**config.mk**
```make
export PLATFORM = sky130hd
export DESIGN_NAME = rf_wb_arbiter
export DESIGN_NICKNAME = d
export VERILOG_FILES = /design/src/rtl/rf_wb_pkg.sv /design/src/rtl/rf_wb_starve_ctr.sv /design/src/rtl/rf_wb_arbiter.sv
export SDC_FILE = /design/constraint.sdc
export NUM_CORES = 1
export LEC_CHECK = 0
export ABC_AREA = 1
export ABC_CLOCK_PERIOD_IN_PS = 2100
export CAP_MARGIN = 5
export CORE_AREA = 2 2 77 79
export DETAILED_ROUTE_END_ITERATION = 8
export DIE_AREA = 0 0 79 81
export PLACE_DENSITY = 0.89
export REMOVE_ABC_BUFFERS = 1
export SYNTH_ARGS = -nofsm -noshare
export SYNTH_HDL_FRONTEND = slang
export SYNTH_SLANG_ARGS = --single-unit
```
**constraint.sdc**
```tcl
create_clock -name clk -period 2.1 [get_ports clk]
set_input_delay 0.42 -clock clk [delete_from_list [all_inputs] [get_ports clk]]
set_output_delay 0.42 -clock clk [all_outputs]
set_load 0.02 [all_outputs]
```
**src/rtl/rf_wb_pkg.sv**
```systemverilog
// Shared types and constants for the register-file writeback arbiter.
package rf_wb_pkg;
  localparam int         WB_XLEN  = 32;
  localparam logic [4:0] REG_ZERO = 5'd0;

  typedef enum logic {
    ALU_PRI = 1'b0,
    LD_PRI  = 1'b1
  } arb_state_e;

  typedef struct packed {
    logic [4:0]         rd;
    logic [WB_XLEN-1:0] data;
  } wb_req_t;

  // Starvation counter width; never narrower than one bit.
  function automatic int cnt_width(input int lim);
    return (lim < 1) ? 1 : $clog2(lim + 1);
  endfunction
endpackage

```
**src/rtl/rf_wb_starve_ctr.sv**
```systemverilog
// Load anti-starvation counter and ALU_PRI/LD_PRI state machine; ld_pri selects load priority.
module rf_wb_starve_ctr
  import rf_wb_pkg::*;
#(
  parameter int STARVE_LIMIT = 3
) (
  input  logic clk,
  input  logic rst,
  input  logic ld_valid,
  input  logic ld_grant,
  output logic ld_pri
);
  localparam int             CW        = cnt_width(STARVE_LIMIT);
  localparam logic [CW-1:0]  LIM       = CW'(STARVE_LIMIT);
  localparam arb_state_e     RST_STATE = (STARVE_LIMIT == 0) ? LD_PRI : ALU_PRI;

  arb_state_e    state_q, state_d;
  logic [CW-1:0] cnt_q, cnt_d, cnt_inc;

  always_ff @(posedge clk or posedge rst) begin
    if (rst) begin
      state_q <= RST_STATE;
      cnt_q   <= '0;
    end else begin
      state_q <= state_d;
      cnt_q   <= cnt_d;
    end
  end

  always_comb begin
    state_d = state_q;
    cnt_d   = cnt_q;
    cnt_inc = (cnt_q >= LIM) ? LIM : cnt_q + 1'b1;
    if (STARVE_LIMIT == 0) begin
      // Loads always win: park in LD_PRI permanently.
      state_d = LD_PRI;
      cnt_d   = '0;
    end else begin
      case (state_q)
        ALU_PRI: begin
          if (ld_valid && !ld_grant) begin
            cnt_d = cnt_inc;
            if (cnt_inc == LIM) state_d = LD_PRI;
          end else begin
            cnt_d = '0;
          end
        end
        LD_PRI: begin
          // Either the load got its slot or it withdrew; both end the episode.
          if (ld_grant || !ld_valid) begin
            state_d = ALU_PRI;
            cnt_d   = '0;
          end
        end
        default: begin
          state_d = ALU_PRI;
          cnt_d   = '0;
        end
      endcase
    end
  end

  assign ld_pri = (state_q == LD_PRI);
endmodule

```
**src/rtl/rf_wb_arbiter.sv**
```systemverilog
// Arbitrates ALU and load writebacks onto the single register-file write port.
// Optional macro RF_WB_BYPASS_EN adds decode-side forwarding of the output-stage write.
module rf_wb_arbiter
  import rf_wb_pkg::*;
#(
  parameter int STARVE_LIMIT = 3,
  parameter int XLEN         = WB_XLEN
) (
  input  logic            clk,
  input  logic            rst,
  input  logic            alu_valid,
  output logic            alu_ready,
  input  logic [4:0]      alu_rd,
  input  logic [XLEN-1:0] alu_data,
  input  logic            ld_valid,
  output logic            ld_ready,
  input  logic [4:0]      ld_rd,
  input  logic [XLEN-1:0] ld_data,
  output logic            rf_we,
  output logic [4:0]      rf_wa,
  output logic [XLEN-1:0] rf_wd,
`ifdef RF_WB_BYPASS_EN
  input  logic [4:0]      byp_rs1,
  input  logic [4:0]      byp_rs2,
  output logic            byp_hit1,
  output logic            byp_hit2,
  output logic [XLEN-1:0] byp_data,
`endif
  output logic            starve_active
);
  logic    ld_pri;
  wb_req_t win;
  logic    win_vld;

  rf_wb_starve_ctr #(.STARVE_LIMIT(STARVE_LIMIT)) u_starve (
    .clk      (clk),
    .rst      (rst),
    .ld_valid (ld_valid),
    .ld_grant (ld_ready),
    .ld_pri   (ld_pri)
  );

  // Readiness depends only on valids and priority state, never on payload.
  assign alu_ready     = alu_valid && (!ld_pri || !ld_valid);
  assign ld_ready      = ld_valid && (ld_pri || !alu_valid);
  assign starve_active = ld_pri;

  always_comb begin
    win     = '{rd: alu_rd, data: alu_data};
    win_vld = alu_ready;
    if (ld_ready) begin
      win     = '{rd: ld_rd, data: ld_data};
      win_vld = 1'b1;
    end
  end

  // x0 writes are consumed here: accepted but never strobed to the file.
  always_ff @(posedge clk or posedge rst) begin
    if (rst) begin
      rf_we <= 1'b0;
      rf_wa <= REG_ZERO;
      rf_wd <= '0;
    end else begin
      rf_we <= win_vld && (win.rd != REG_ZERO);
      if (win_vld && (win.rd != REG_ZERO)) begin
        rf_wa <= win.rd;
        rf_wd <= win.data;
      end
    end
  end

`ifdef RF_WB_BYPASS_EN
  assign byp_hit1 = rf_we && (rf_wa == byp_rs1) && (byp_rs1 != REG_ZERO);
  assign byp_hit2 = rf_we && (rf_wa == byp_rs2) && (byp_rs2 != REG_ZERO);
  assign byp_data = rf_wd;
`endif
endmodule

```
==> results of run 1 <==
[what timing repair did]
item / in CTS / in global routing
setup buffers: 0 / 0
endpoints found under the setup margin: 2 / 0
gates resized for setup: 3 / 0
[worst paths after layout]
path / end / cells after the start / startpoint
setup / recovery: rf_wd[12]$_DFFE_PP0P_ / 12 / alu_valid
hold / removal: u_starve.cnt_q[0]$_DFFE_PP0P_ / 1 / u_starve.cnt_q[0]$_DFFE_PP0P_
setup reg to reg: rf_wd[12]$_DFFE_PP0P_ / 12 / u_starve.ld_pri$_DFF_PP0_
hold reg to reg: u_starve.cnt_q[0]$_DFFE_PP0P_ / 1 / u_starve.cnt_q[0]$_DFFE_PP0P_
max in group asynchronous: rf_wd[15]$_DFFE_PP0P_ / 3 / rst
min in group asynchronous: rf_wd[21]$_DFFE_PP0P_ / 2 / rst
[kinds of logic after synthesis]
family,share of synthesized area [%]
AO/OA/AOI/OAI,0.753
AND/OR/NAND/NOR,47.7
flip-flops,44.1
buffers and inverters,7.42
[power by group]
group,switching [mW],internal [mW],total [mW],leakage (nW)
sequential,0.0565,0.880,0.937,0.505
clock,0.256,0.230,0.487,0.0450
combinational,0.388,0.401,0.789,1.24
[per-layer routing]
metal	vias up	GRT usage [%]
met1	1057	22.2
met4	0	6.72
li1	1200	-
met2	81	39.2
met5	-	0
met3	7	4.78
[synth_stat cells, drive strengths merged]
cell      n
o21ai     1
a21oi     1
buf      17
nand3    76
dfrtp    41
a21boi    1
nor2      5
clkbuf    5
inv       6
nand2   151
or2       1
[state kept, by name (all words and copies together), names as in the netlist]
signal / flops
rf_wa: 5
u_starve.ld_pri: 1
rf_wd: 32
u_starve.cnt_q: 2
rf_we: 1
[final cells by class]
type	count	area (um^2)
Multi-Input combinational cell	236	1130
Clock inverter	2	10.0
Sequential cell	41	1030
Clock buffer	6	72.6
Tap cell	75	93.8
Inverter	6	22.5
Fill cell	495	1980
Timing Repair Buffer	131	1340
==> results.sh, run 1 <==
export IMPL_skew_ps=3.70
export IMPL_ant_nets=0
export IMPL_netlist_area_um2=2330
export IMPL_via_per_inst=4.72
export IMPL_fmax_mhz=527
export IMPL_final_area_um2=3690
export IMPL_tritoncts="yes"
export IMPL_start_util_pct=41.0
export IMPL_top_layer_used="met4"
export IMPL_crit_family="buffers and inverters"
export IMPL_ys_seq_elements=41
export IMPL_clk_latency_ps=280
export IMPL_core_um2=5680
export IMPL_grt_ovfl_total=0
export IMPL_worst_setup_path_start_kind="primary input"
export IMPL_htreeDepth=2
export IMPL_final_cell_mix="143 x nand2_1, 115 x clkdlybuf4s50_1, 55 x nand3_1"
export IMPL_fp_row_count=28
export IMPL_grt_pass1_wl_um=10300
export IMPL_max_vdd_ir_drop_uv=333
export IMPL_clock_root_buffer="clkbuf_8"
export IMPL_portBuffers=118
export IMPL_die_w_um=79
export IMPL_met2_length_um=3330
export IMPL_status="completed"
export IMPL_antenna_found_initial=0
export IMPL_placed_area_um2=3610
export IMPL_dp_cells=489
export IMPL_tns_ps=0
export IMPL_power_density_nw_per_um2=599
export IMPL_hold_violations=0
export IMPL_rsz0062_at_grt="false"
export IMPL_hold_class="reg2reg"
export IMPL_die_h_um=81
export IMPL_setup_viol=0
export IMPL_maxCapViolations=0
export IMPL_synth_top_area_share_pct=44.1
export IMPL_gp_congestion=0.773
export IMPL_wl_met3_um=393
export IMPL_cp_end_kind="flip-flop"
export IMPL_clockBufferDepth=2
export IMPL_die_area_um2=6400
export IMPL_cp_required_ps=2270
export IMPL_num_vias=2345
export IMPL_critical_path_class="in2reg"
export IMPL_postSynthCellCount=305
export IMPL_grt_pass1_vias=2242
export IMPL_wire_per_inst_um=12.8
export IMPL_yosys_warnings=0
export IMPL_avgSynthCellArea_um2=7.63
export IMPL_cts_buffers_inserted=5
export IMPL_crit_chain="clkdlybuf4s50_1, nand2_2, nand2_2, buf_4, nand2_1, nand2_1, nor2_4, nand2_1, nand2_2, buf_12, nand3_1, nand2_1"
export IMPL_critPathMaxFanout=20
export IMPL_drc=0
export IMPL_p_leak_nw=1.79
export IMPL_slowest_delay_ps=520
export IMPL_crit_top_cell="nand2_1"
export IMPL_cts_num_sinks=41
export IMPL_arrival_ps=2070
export IMPL_n_antenna_cell=0
export IMPL_drive_gt1_share_pct=12.6
export IMPL_r2r_slack_ps=390
export IMPL_tightest_slew_ps=444
export IMPL_drv_slew=0
export IMPL_period_needed_ps=1900
export IMPL_dpl_worst_slack_ps=-189
export IMPL_crit_buf_inv=3
export IMPL_synth_area_leader_cell="dfrtp_1"
export IMPL_synth_cell_types=18
export IMPL_max_slew_margin_pct=70.3
export IMPL_drt_met1_wl_um=2540
export IMPL_cp_slowest_cell="clkdlybuf4s50_1"
export IMPL_hold_ws_ps=453
export IMPL_worst_slack_ps=202
export IMPL_cts_hold_buffers=0
export IMPL_io_pins=119
export IMPL_final_cells=497
export IMPL_post_route_period_util_pct=90.4
export IMPL_area_growth_pct=58.7
export IMPL_layout_commonest_cell="nand2_1"
export IMPL_drt_first_pass_iters=4
export IMPL_finalNetCount=499
export IMPL_dp_hpwl_um=4890
export IMPL_wirelength_um=6340
export IMPL_grt_usage_pct=20.5
export IMPL_synth_area_top_cells="dfrtp_1 44%, nand2_1 23%, nand3_1 12%, nand3_2 9.0%, buf_2 2.2%"
export IMPL_yosysSeqAreaShare_pct=44.1
export IMPL_finalPower_mw=2.21
export IMPL_final_util_pct=65.1
export IMPL_grt_max_degree=33
export IMPL_initialDrtViolationCount=59
export IMPL_clkTransAtPathRegs_ps=80
(Power assumes the default switching activity.)
==> run 2, diff against run 1 <==
--- a/config.mk
+++ b/config.mk
@@ -8,10 +8,13 @@
 export ABC_AREA = 1
 export ABC_CLOCK_PERIOD_IN_PS = 2100
 export CAP_MARGIN = 5
-export CORE_AREA = 2 2 77 79
+export CELL_PAD_IN_SITES_DETAIL_PLACEMENT = 1
+export CELL_PAD_IN_SITES_GLOBAL_PLACEMENT = 2
+export CORE_AREA = 2 2 104 106
+export CTS_BUF_LIST = sky130_fd_sc_hd__clkbuf_2
 export DETAILED_ROUTE_END_ITERATION = 8
-export DIE_AREA = 0 0 79 81
-export PLACE_DENSITY = 0.89
+export DIE_AREA = 0 0 106 108
+export PLACE_DENSITY = 0.91
 export REMOVE_ABC_BUFFERS = 1
 export SYNTH_ARGS = -nofsm -noshare
 export SYNTH_HDL_FRONTEND = slang
==> results.sh, run 2 (synthesis gave the netlist of run 1 again) <==
export IMPL_rsz0062_at_grt="false"
export IMPL_max_vdd_ir_drop_uv=365
export IMPL_fmax_mhz=513
export IMPL_ant_nets=0
export IMPL_p_leak_nw=1.79
export IMPL_timing_rr_end="rf_wd[13]$_DFFE_PP0P_"
export IMPL_layout_commonest_cell="nand2_1"
export IMPL_arrival_ps=1530
export IMPL_tightest_slew_ps=476
export IMPL_io_pins=119
export IMPL_drc=0
export IMPL_r2r_slack_ps=440
export IMPL_grt_pass1_wl_um=12500
export IMPL_cts_hold_buffers=0
export IMPL_initialDrtViolationCount=78
export IMPL_worst_slack_ps=152
export IMPL_gp_congestion=0.730
export IMPL_drive_gt1_share_pct=12.8
export IMPL_wirelength_um=7390
export IMPL_worst_setup_path_start_kind="primary input"
export IMPL_clk_latency_ps=390
export IMPL_cp_end_kind="output pin"
export IMPL_regMostFlops="rf_wd"
export IMPL_clockBufferDepth=2
export IMPL_r2r_start="u_starve.ld_pri$_DFF_PP0_"
export IMPL_crit_buf_inv=3
export IMPL_placed_area_um2=3710
export IMPL_top_regs="rf_wd x32, rf_wa x5, u_starve.cnt_q x2"
export IMPL_slowest_delay_ps=570
export IMPL_fp_row_count=37
export IMPL_worst_r2r_path_depth=12
export IMPL_core_um2=10200
export IMPL_num_vias=2397
export IMPL_seqCellArea_um2=1030
export IMPL_die_w_um=106
export IMPL_hold_class="in2async"
export IMPL_power_density_nw_per_um2=584
export IMPL_critPathMaxFanout=5
export IMPL_hold_violations=0
export IMPL_dp_hpwl_um=5650
export IMPL_cp_endpoint="ld_ready"
export IMPL_drt_first_pass_iters=4
export IMPL_post_route_period_util_pct=92.8
export IMPL_grt_max_degree=39
export IMPL_grt_ovfl_total=0
export IMPL_die_h_um=108
export IMPL_setup_viol=0
export IMPL_clock_root_buffer="clkbuf_2"
export IMPL_finalNetCount=500
export IMPL_largest_reg_flops=32
export IMPL_grt_pass1_vias=2536
export IMPL_portBuffers=118
export IMPL_final_cell_mix="143 x nand2_1, 116 x clkdlybuf4s50_1, 55 x nand3_1"
export IMPL_die_area_um2=11400
export IMPL_cp_slowest_cell="clkdlybuf4s50_1"
export IMPL_crit_family="buffers and inverters"
export IMPL_post_cts_resized=2
export IMPL_skew_ps=13.8
export IMPL_period_needed_ps=1950
export IMPL_clkTransAtPathRegs_ps=220
export IMPL_maxCapViolations=0
export IMPL_start_util_pct=22.7
export IMPL_wire_per_inst_um=13.2
export IMPL_grt_usage_pct=13.5
export IMPL_cts_buffers_inserted=5
export IMPL_critical_path_class="in2out"
export IMPL_max_slew_margin_pct=68.2
export IMPL_crit_chain="clkdlybuf4s50_1, nand2_2, inv_1, dlygate4sd2_1"
export IMPL_multiInputGateArea_um2=1130
export IMPL_dpl_worst_slack_ps=-153
export IMPL_via_per_inst=4.28
export IMPL_final_area_um2=3770
export IMPL_cts_num_sinks=41
export IMPL_antenna_found_initial=1
export IMPL_htreeDepth=2
export IMPL_tns_ps=0
export IMPL_area_growth_pct=62.2
export IMPL_crit_path_start="ld_valid"
export IMPL_cp_required_ps=1680
export IMPL_post_cts_buffers=0
export IMPL_tritoncts="yes"
export IMPL_drv_slew=0
export IMPL_fill_cells=1208
export IMPL_critical_path_depth=4
export IMPL_status="completed"
-- run 2: cell count changes in the layout (fill, tap and decap cells not counted), sizes merged --
cell	previous run	this run
buf	13	14
bufinv	0	1
clkdlybuf4s50	115	116
clkinv	2	1
diode	0	1
dlygate4sd2	3	2
-- run 2: per-layer routing --
layer  share of wire [%]  track usage [%]
met5                   0                0
met3                 6.0             2.95
met4                 1.0             3.67
met1                  42             15.7
met2                  51             25.1
-- run 2: worst min path at each step --
| stage | start | to | slack [ps] | cells past startpoint |
|---|---|---|---|---|
| 2_1_floorplan | u_starve.cnt_q[0]$_DFFE_PP0P_ | u_starve.cnt_q[0]$_DFFE_PP0P_ | 420 | 1 |
| 3_3_place_gp | u_starve.cnt_q[0]$_DFFE_PP0P_ | u_starve.cnt_q[0]$_DFFE_PP0P_ | 440 | 1 |
| 3_5_place_dp | u_starve.cnt_q[0]$_DFFE_PP0P_ | u_starve.cnt_q[0]$_DFFE_PP0P_ | 460 | 1 |
| 4_1_cts | rst | u_starve.ld_pri$_DFF_PP0_ | 310 | 2 |
| 5_1_grt | rst | rf_wd[7]$_DFFE_PP0P_ | 290 | 2 |
| 6_report | rst | rf_wd[7]$_DFFE_PP0P_ | 340 | 2 |
-- run 2: where the power goes --
part	internal, mW	leakage, nW	total [mW]	switching, mW
combinational	0.404	1.25	0.799	0.395
sequential	0.880	0.505	0.937	0.0570
clock	0.203	0.0406	0.466	0.262
-- run 2: area by class of cell --
class / instances / area share [%]
timing repair buffer: 132 / 36.0
multi-input combinational: 236 / 29.9
sequential: 41 / 27.2
tap: 136 / 4.51
clock inverter: 2 / 0.895
clock buffer: 6 / 0.796
inverter: 6 / 0.597
antenna: 1 / 0.0663
-- run 2: metrics by stage --
| step | utilization (%) | total power, mW | hold WS [ps] | instances |
|---|---|---|---|---|
| detailed placement | 36.3 | 1.77 | 457 | 551 |
| floorplan | - | 1.30 | 424 | 283 |
| global placement | 36.3 | 1.75 | 437 | 551 |
| finish | 36.9 | 2.20 | 335 | 560 |
| CTS | 36.9 | 2.25 | 309 | 559 |
| global route | 36.9 | 2.35 | 287 | 560 |
